File: config.mk
export PLATFORM = sky130hd
export DESIGN_NAME = sync_mod_counter
export DESIGN_NICKNAME = d
export VERILOG_FILES = /design/src/rtl/sync_mod_counter.sv
export SDC_FILE = /design/constraint.sdc
export NUM_CORES = 1
export LEC_CHECK = 0
export CORE_AREA = 2 2 39 41
export DETAILED_ROUTE_END_ITERATION = 10
export DIE_AREA = 0 0 41 43
export HOLD_SLACK_MARGIN = 0.02
export PLACE_DENSITY = 0.69
export RECOVER_POWER = 50
export SETUP_SLACK_MARGIN = 0.02
export SYNTH_ARGS = -nofsm -noshare
export SYNTH_HDL_FRONTEND = slang
export SYNTH_SLANG_ARGS = --single-unit
File: constraint.sdc
create_clock -name clk -period 2.6 [get_ports clk]
set_input_delay 0.52 -clock clk [delete_from_list [all_inputs] [get_ports clk]]
set_output_delay 0.52 -clock clk [all_outputs]
set_load 0.05 [all_outputs]
File: src/rtl/sync_mod_counter.sv
// Fully synchronous modulo-N up/down counter with load, enable, direction,
// wrap / saturate / one-shot modes, terminal count and cascade carry.
// Chain stages by feeding carry_out of one stage into en of the next.
module sync_mod_counter #(
  parameter int WIDTH     = 3,
  parameter int MODULUS   = 8,
  parameter int RESET_VAL = 0
) (
  input  logic             clk,
  input  logic             reset,
  input  logic             en,
  input  logic             up,
  input  logic [1:0]       mode,
  input  logic             load,
  input  logic [WIDTH-1:0] load_val,
  input  logic             start,
  output logic [WIDTH-1:0] count,
  output logic             tc,
  output logic             carry_out,
  output logic             wrap,
  output logic             busy,
  output logic             done
);

  localparam logic [WIDTH-1:0] MAX_VAL   = WIDTH'(MODULUS - 1);
  localparam logic [WIDTH-1:0] RST_COUNT = WIDTH'(RESET_VAL);
  localparam logic [1:0]       M_SAT     = 2'b01;
  localparam logic [1:0]       M_ONESHOT = 2'b10;

  typedef enum logic [1:0] {
    S_IDLE = 2'b00,
    S_RUN  = 2'b01,
    S_DONE = 2'b10
  } state_t;

  state_t           state_q, state_d;
  logic [WIDTH-1:0] count_q, count_d;
  logic             wrap_q, wrap_d;
  logic             oneshot_mode;
  logic             sat_mode;
  logic             active;
  logic [WIDTH-1:0] load_clamped;

  assign oneshot_mode = (mode == M_ONESHOT);
  assign sat_mode     = (mode == M_SAT);
  // Wrap, reserved and saturate modes always count; one-shot only while running.
  assign active       = oneshot_mode ? (state_q == S_RUN) : 1'b1;
  assign load_clamped = (load_val > MAX_VAL) ? MAX_VAL : load_val;

  assign tc        = (count_q == (up ? MAX_VAL : '0));
  assign carry_out = en & tc & active & ~sat_mode;
  assign count     = count_q;
  assign wrap      = wrap_q;
  assign busy      = (state_q == S_RUN);
  assign done      = (state_q == S_DONE);

  // Next-state logic: load > start > count; FSM falls back to IDLE outside one-shot.
  always_comb begin
    count_d = count_q;
    state_d = state_q;
    wrap_d  = 1'b0;
    if (!oneshot_mode) begin
      state_d = S_IDLE;
    end
    if (load) begin
      count_d = load_clamped;
      if (oneshot_mode) begin
        state_d = S_IDLE;
      end
    end else if (oneshot_mode && start && (state_q != S_RUN)) begin
      count_d = up ? '0 : MAX_VAL;
      state_d = S_RUN;
    end else if (en && active) begin
      if (!tc) begin
        count_d = up ? (count_q + WIDTH'(1)) : (count_q - WIDTH'(1));
      end else if (oneshot_mode) begin
        state_d = S_DONE;
      end else if (!sat_mode) begin
        count_d = up ? '0 : MAX_VAL;
        wrap_d  = 1'b1;
      end
    end
  end

  // State registers with synchronous active-low reset.
  always_ff @(posedge clk) begin
    if (!reset) begin
      count_q <= RST_COUNT;
      state_q <= S_IDLE;
      wrap_q  <= 1'b0;
    end else begin
      count_q <= count_d;
      state_q <= state_d;
      wrap_q  <= wrap_d;
    end
  end

endmodule

==> results of run 1 <==
==> cell families (layout without fill, tap and decap cells) <==
family                     Yosys count  count (layout)  share of synthesized area, %
muxes                                1               1                          2.24
xor gates and xnor gates             1               1                          1.96
and+or+nand+nor                     20              20                          25.2
AOI/OAI and AO/OA                   17              17                          31.4
adders and majority gates            2               2                          7.28
DFF                                  6               6                          26.9
buffers and inverters                6              32                          5.04
==> critical path: cells and delay by family <==
kind / cells / cell delay (ns)
simple gates: 2 / 0.33
compound gates: 2 / 0.33
fa+ha+maj: 1 / 0.28
buf+inv: 3 / 0.44
==> cell usage in the layout (no fill, tap or decap), types with 2 or more instances in the layout <==
cell type,instances
clkdlybuf4s50_1,13
a21oi_1,3
dfxtp_1,6
nand3_1,2
dlygate4sd3_1,2
buf_4,4
inv_1,6
o21ai_0,2
nand2_1,2
and3_1,3
clkbuf_4,4
a221o_1,2
nand2b_1,2
nor2_1,4
buf_12,2
==> through the flow <==
step	setup WS [ns]	hold slack, ns
after floorplan	0.0510	0.462
after global placement	-0.0416	0.478
after detailed placement	-0.0789	0.486
after CTS	0.247	0.494
after global routing	0.0873	0.520
final	0.173	0.491
==> state kept, by name, indices dropped and copies added (netlist names) <==
name     cells
wrap         1
count        3
state_q      2
==> cell usage after synthesis (2+ instances only) <==
| cell | number |
|---|---|
| dfxtp_1 | 6 |
| inv_1 | 6 |
| nor2_1 | 5 |
| a21oi_1 | 3 |
| and3_1 | 3 |
| a221o_1 | 2 |
| nand2_1 | 2 |
| nand2b_1 | 2 |
| nand3_1 | 2 |
| o21ai_0 | 2 |
==> timing repair <==
action,4_1_cts,5_1_grt
resized for setup,3,0
endpoints found under the setup margin,2,0
buffers inserted,0,0
hold buffers,0,0
==> power by group through the flow <==
stage	clock, mW	sequential (mW)	combinational (mW)
2_1_floorplan	0	0.120	0.0581
3_3_place_gp	0	0.106	0.127
3_5_place_dp	0	0.106	0.128
4_1_cts	0.0951	0.105	0.129
5_1_grt	0.103	0.104	0.137
6_report	0.0933	0.104	0.127
==> layer usage <==
metal  up-vias  track usage, %  part of all wire (%)
met2        21            22.5                    44
li1        250               -                     -
met1       217            18.0                    47
met3         5            4.71                   5.6
met5         -               0                     0
met4         0            12.0                   3.2
==> worst paths after layout <==
kind                            to  cells after the start  slack [ns]
max                      carry_out                      8        0.17
min          state_q[0]$_SDFF_PN0_                      2        0.49
max reg2reg  count[2]$_SDFFE_PN0P_                      7        0.67
min reg2reg  state_q[0]$_SDFF_PN0_                      2        0.49
==> area by class of cell <==
type                    count  area share, %
multi-input cells          41           42.0
repair buffers             23           32.5
flip-flops and latches      6           16.5
clock buffers               3           3.10
inverters                   6           3.10
well taps                  16           2.75
==> flow_summary.yaml, run 1 <==
sta:
  tightest_slew_ns: 0.502
  timing.fmax_mhz: 412
  min_period_ns: 2.43
  slew_headroom_pct: 66.4
  setup_tns_ns: 0
  post-route-period-util_pct: 93.3
  finalSetupViolCount: 0
  finalClockSkew_ns: 0.000999
  slew_viol_final: 0
  rsz0062_at_grt: "false"
  hold_viol: 0
synth:
  synth_top_area_share_pct: 26.9
  yosys-top-cells-area: "dfxtp_1 27%, inv_1 5.0%, a221o_1 4.5%, fa_1 4.5%, and3_1 4.2%"
  synth.ff_latch_count: 6
  synth_fp_nets: 66
  syn_area_sq_um: 447
  synth_area_leader_cell: "dfxtp_1"
  syn_avg_cell_area_sq_um: 8.43
  synth_ff_type: "dfxtp_1"
  synth_edf_count: 0
  ys_async_sr_fraction_pct: 0
  synth_cells: 53
  synth_cell_types: 30
  ys.warnings.count: 0
  synth-seq-area-share_pct: 26.9
power_and_ir_drop:
  p_seq_share_pct: 32.0
  p_comb_share_pct: 39.2
  clockPowerShare_pct: 28.8
  p_leak_nw: 0.316
  p_sw_uw: 111
  p_total_uw: 324
  swShare_pct: 34.4
  power_density_nw_per_um2: 445
  intPower_uw: 212
  ir_drop_uv: 182
worst_setup_path:
  crit_start: "up"
  cpPeakStageDelay_ns: 0.28
  worstPathCellList: "dlygate4sd2_1 > inv_1 > ha_1 > and4_2 > a31o_4 > o211ai_1 > nor2_2 > buf_12"
  cp-end-kind: "output port"
  critical_path_class: "in2out"
  worst_ep_arrival_time_ns: 1.91
  cp_max_fo: 3
  cp_data_required_time_ns: 2.08
  cp_slowest_cell: "ha_1"
  critPathLaunchType: "input pin"
  worstReg2RegStart: "count[1]$_SDFFE_PN0P_"
cells_and_area:
  fin_nets: 94
  finalInstanceArea_sq_um: 727
  layout-drive-gt1-share_pct: 19.0
  final_core_util_pct: 52.5
  final_cells: 95
  multi_input_area_sq_um: 305
  syn_to_final_growth_pct: 62.7
  antennaDiodeCount: 0
  fillerInstances: 128
  regArea_sq_um: 120
floorplan:
  die_h_um: 43
  fp.dieW_um: 41
  initial_core_util_pct: 32.3
  core.rowCount: 14
  core_sq_um: 1380
  boundaryPins: 19
  dieArea_sq_um: 1760
drt:
  viasPerCell: 5.19
  dr_total_vias: 493
  wl_per_cell_um: 11.9
  drtPass1Iterations: 4
  drc: 0
  dr.first_iter.drc_count: 15
  drt_wl_total_um: 1130
  ant_nets: 0
flow_run:
  drv_cap: 0
min_path:
  min_path_type: "reg2reg"
  min_from: "state_q[0]$_SDFF_PN0_"
global_route:
  grt_antenna_before_repair: 0
  grt.overflow.total: 0
  grt_usage_pct: 15.6
  grt_pass1_wl_um: 1790
  grt_max_degree: 8
  first_global_vias: 447
clock_tree:
  cts_max_level: 1
  cts_root_buffer: "clkbuf_4"
  cts.clk_slew.worst_paths_ns: 0.05
  insertion_delay_ns: 0.25
  cts_sinks: 6
  clock_path_buffers: 2
  cts_buffers: 3
  cts_tree: "done"
placement:
  dpl_cell_area_sq_um: 707
  place_congestion: 0.824
  dpl.hpwl_um: 895
  port_buffers: 18
  place_inst: 92
status:
  status: "finished, final reports clean"
Power figures use the tool's default switching activity.
==> inputs of run 2 (changes only) <==
ABC_AREA = 1   (was default)
PLACE_DENSITY = 0.75   (was 0.69)
==> run 2 against run 1 <==
  * Worst hold slack worse by 0.0033 ns
  * Non-clock buffer count down 2
  * Area after synthesis up 18%
  * Via count up 6.5%
  * Utilization up 5.1 points
  * Setup slack worse by 0.063 ns
  * Sequential power up 5%
  * Clock power down 11%
  * Critical path depth unchanged
  * Total power up 17%
  * Maximum frequency down 2.5%
  * Largest cell class unchanged
  * Largest power group unchanged
  * Highest routed layer unchanged
==> flow_summary.yaml, run 2 <==
worst_setup_path:
  worstReg2RegStart: "count[1]$_SDFFE_PN0P_"
  worstPathCellList: "clkdlybuf4s50_1 > inv_2 > ha_1 > nand2_4 > nor2_8 > nand3_2 > nor2_2 > buf_12"
  cpPeakStageDelay_ns: 0.52
  crit_start: "up"
  critical_path_class: "in2out"
  r2r-end: "count[1]$_SDFFE_PN0P_"
  cp_data_required_time_ns: 2.08
  cp-endpoint: "carry_out"
  regToRegSetupSlack_ns: 1.03
  cp-end-kind: "output port"
  cp_slowest_cell: "clkdlybuf4s50_1"
  critPathLaunchType: "input pin"
  cp_max_fo: 3
  reg2reg_depth: 9
  worst_ep_arrival_time_ns: 1.97
cells_and_area:
  final_cell_mix: "22 x nand2_1, 12 x clkdlybuf4s50_1, 10 x nor2_1, 7 x inv_1, 6 x dfxtp_1"
  final_common_cell: "nand2_1"
  fin_nets: 117
  largest_register_ff_count: 3
  antennaDiodeCount: 0
  syn_to_final_growth_pct: 50.6
  layout-drive-gt1-share_pct: 24.5
  final_cells: 118
  fillerInstances: 132
global_route:
  grt_usage_pct: 16.0
  grt_antenna_before_repair: 0
  grt.overflow.total: 0
  grt_max_degree: 9
  first_global_vias: 472
  grt_pass1_wl_um: 1860
synth:
  synth_area_leader_cell: "dfxtp_1"
  yosysMostFrequentCell: "nand2_1"
  syn_avg_cell_area_sq_um: 6.79
  synth_fp_nets: 91
  synth_cells: 78
  yosys-top-cells-count: "22 x nand2_1, 11 x nor2_1, 7 x inv_1"
  ys_async_sr_fraction_pct: 0
  synth_edf_count: 0
  synth-seq-area-share_pct: 22.7
  ys.warnings.count: 0
  syn_area_sq_um: 529
  synth_ff_type: "dfxtp_1"
  yosys-top-cells-area: "dfxtp_1 23%, nand2_1 16%, nor2_1 7.8%, nor2_8 7.6%, nand2_4 6.4%"
  synth.ff_latch_count: 6
  synth_top_area_share_pct: 22.7
  synth_cell_types: 21
clock_tree:
  cts_max_level: 1
  cts.clk_slew.worst_paths_ns: 0.04
  clock_path_buffers: 2
  cts_buffers: 3
  insertion_delay_ns: 0.24
  cts_tree: "done"
  cts_sinks: 6
  cts_root_buffer: "clkbuf_4"
  cts_hold_buf: 0
sta:
  min_period_ns: 2.49
  hold_viol: 0
  timing.fmax_mhz: 402
  rsz0062_at_grt: "false"
  slew_headroom_pct: 66.7
  finalClockSkew_ns: 0.000334
  slew_viol_final: 0
  post-route-period-util_pct: 95.7
  finalSetupViolCount: 0
  tightest_slew_ns: 0.498
  setup_tns_ns: 0
drt:
  viasPerCell: 4.45
  drtPass1Iterations: 2
  wl_per_cell_um: 9.77
  drc: 0
  drt_wl_total_um: 1150
  ant_nets: 0
  dr_total_vias: 525
  dr.first_iter.drc_count: 1
flow_run:
  drv_cap: 0
power_and_ir_drop:
  ir_drop_uv: 345
  p_leak_nw: 0.402
  p_total_uw: 379
  power_density_nw_per_um2: 475
floorplan:
  core.rowCount: 14
  core_sq_um: 1380
  boundaryPins: 19
  initial_core_util_pct: 38.2
  fp.dieW_um: 41
  dieArea_sq_um: 1760
  die_h_um: 43
status:
  status: "finished, final reports clean"
min_path:
  min_path_type: "reg2reg"
placement:
  port_buffers: 18
  place_inst: 115
  place_congestion: 0.775
  dpl.hpwl_um: 982
run 2: cells by family after synthesis:
kind of cell	after synthesis	share of synthesized area, %
buf+inv	10	7.09
fa+ha+maj	2	6.15
compound gates	6	6.15
simple gates	54	57.9
flops	6	22.7
run 2: worst min path at each step:
stage	from	endpoint	slack (ns)	depth (start not counted)
2_1_floorplan	state_q[1]$_SDFF_PN0_	state_q[1]$_SDFF_PN0_	0.46	2
3_3_place_gp	state_q[1]$_SDFF_PN0_	state_q[1]$_SDFF_PN0_	0.48	2
3_5_place_dp	state_q[1]$_SDFF_PN0_	state_q[1]$_SDFF_PN0_	0.48	2
4_1_cts	state_q[1]$_SDFF_PN0_	state_q[1]$_SDFF_PN0_	0.49	2
5_1_grt	state_q[0]$_SDFF_PN0_	state_q[0]$_SDFF_PN0_	0.52	2
6_report	state_q[1]$_SDFF_PN0_	state_q[1]$_SDFF_PN0_	0.49	2
run 2: routing by layer:
| metal | vias up | part of all wire [%] | track usage (%) |
|---|---|---|---|
| met1 | 221 | 49 | 21.0 |
| met5 | - | 0 | 0 |
| met3 | 2 | 2.8 | 3.14 |
| met2 | 6 | 47 | 21.9 |
| met4 | 0 | 0.87 | 12.0 |
| li1 | 296 | - | - |
run 2: layout make-up:
class / count / area [sq um] / share of cell area [%]
repair buffers: 21 / 223 / 27.9
well taps: 16 / 20.0 / 2.51
clock buffers: 3 / 22.5 / 2.83
inverters: 10 / 37.5 / 4.71
multi-input cells: 62 / 374 / 46.9
flip-flops and latches: 6 / 120 / 15.1
run 2: through the flow:
stage / setup slack, ns / utilization [%] / hold slack, ns / area [sq um]
floorplan: 0.0280 / - / 0.461 / 529
global placement: 0.0802 / 55.8 / 0.482 / 772
detailed placement: 0.0492 / 55.8 / 0.483 / 772
CTS: 0.0453 / 57.4 / 0.490 / 795
global route: 0.0372 / 57.6 / 0.522 / 797
finish: 0.111 / 57.6 / 0.487 / 797
run 2: where the power goes:
group / switching, mW / total [mW] / internal (mW) / leakage (nW)
Combinational: 0.109 / 0.187 / 0.0780 / 0.339
Clock: 0.0311 / 0.0831 / 0.0520 / 0.0138
Sequential: 0.00948 / 0.109 / 0.0991 / 0.0493
run 2: what timing repair did:
item / 4_1_cts / 5_1_grt
gates resized for setup: 0 / 1
endpoints found under the hold margin: 0 / 0
buffers inserted: 0 / 0
setup endpoints to repair: 0 / 1
run 2: worst max-delay path, delay by kind of cell:
kind	cells	cell delay, ns
buffers and inverters	3	0.72
AND/OR/NAND/NOR	4	0.40
adder cells (fa/ha/maj)	1	0.33
==> inputs of run 3 (changes only) <==
SKIP_CTS_REPAIR_TIMING = 1   (was default)
==> results of run 3 <==
Final layout, timing and power as in run 2 (identical DEF).
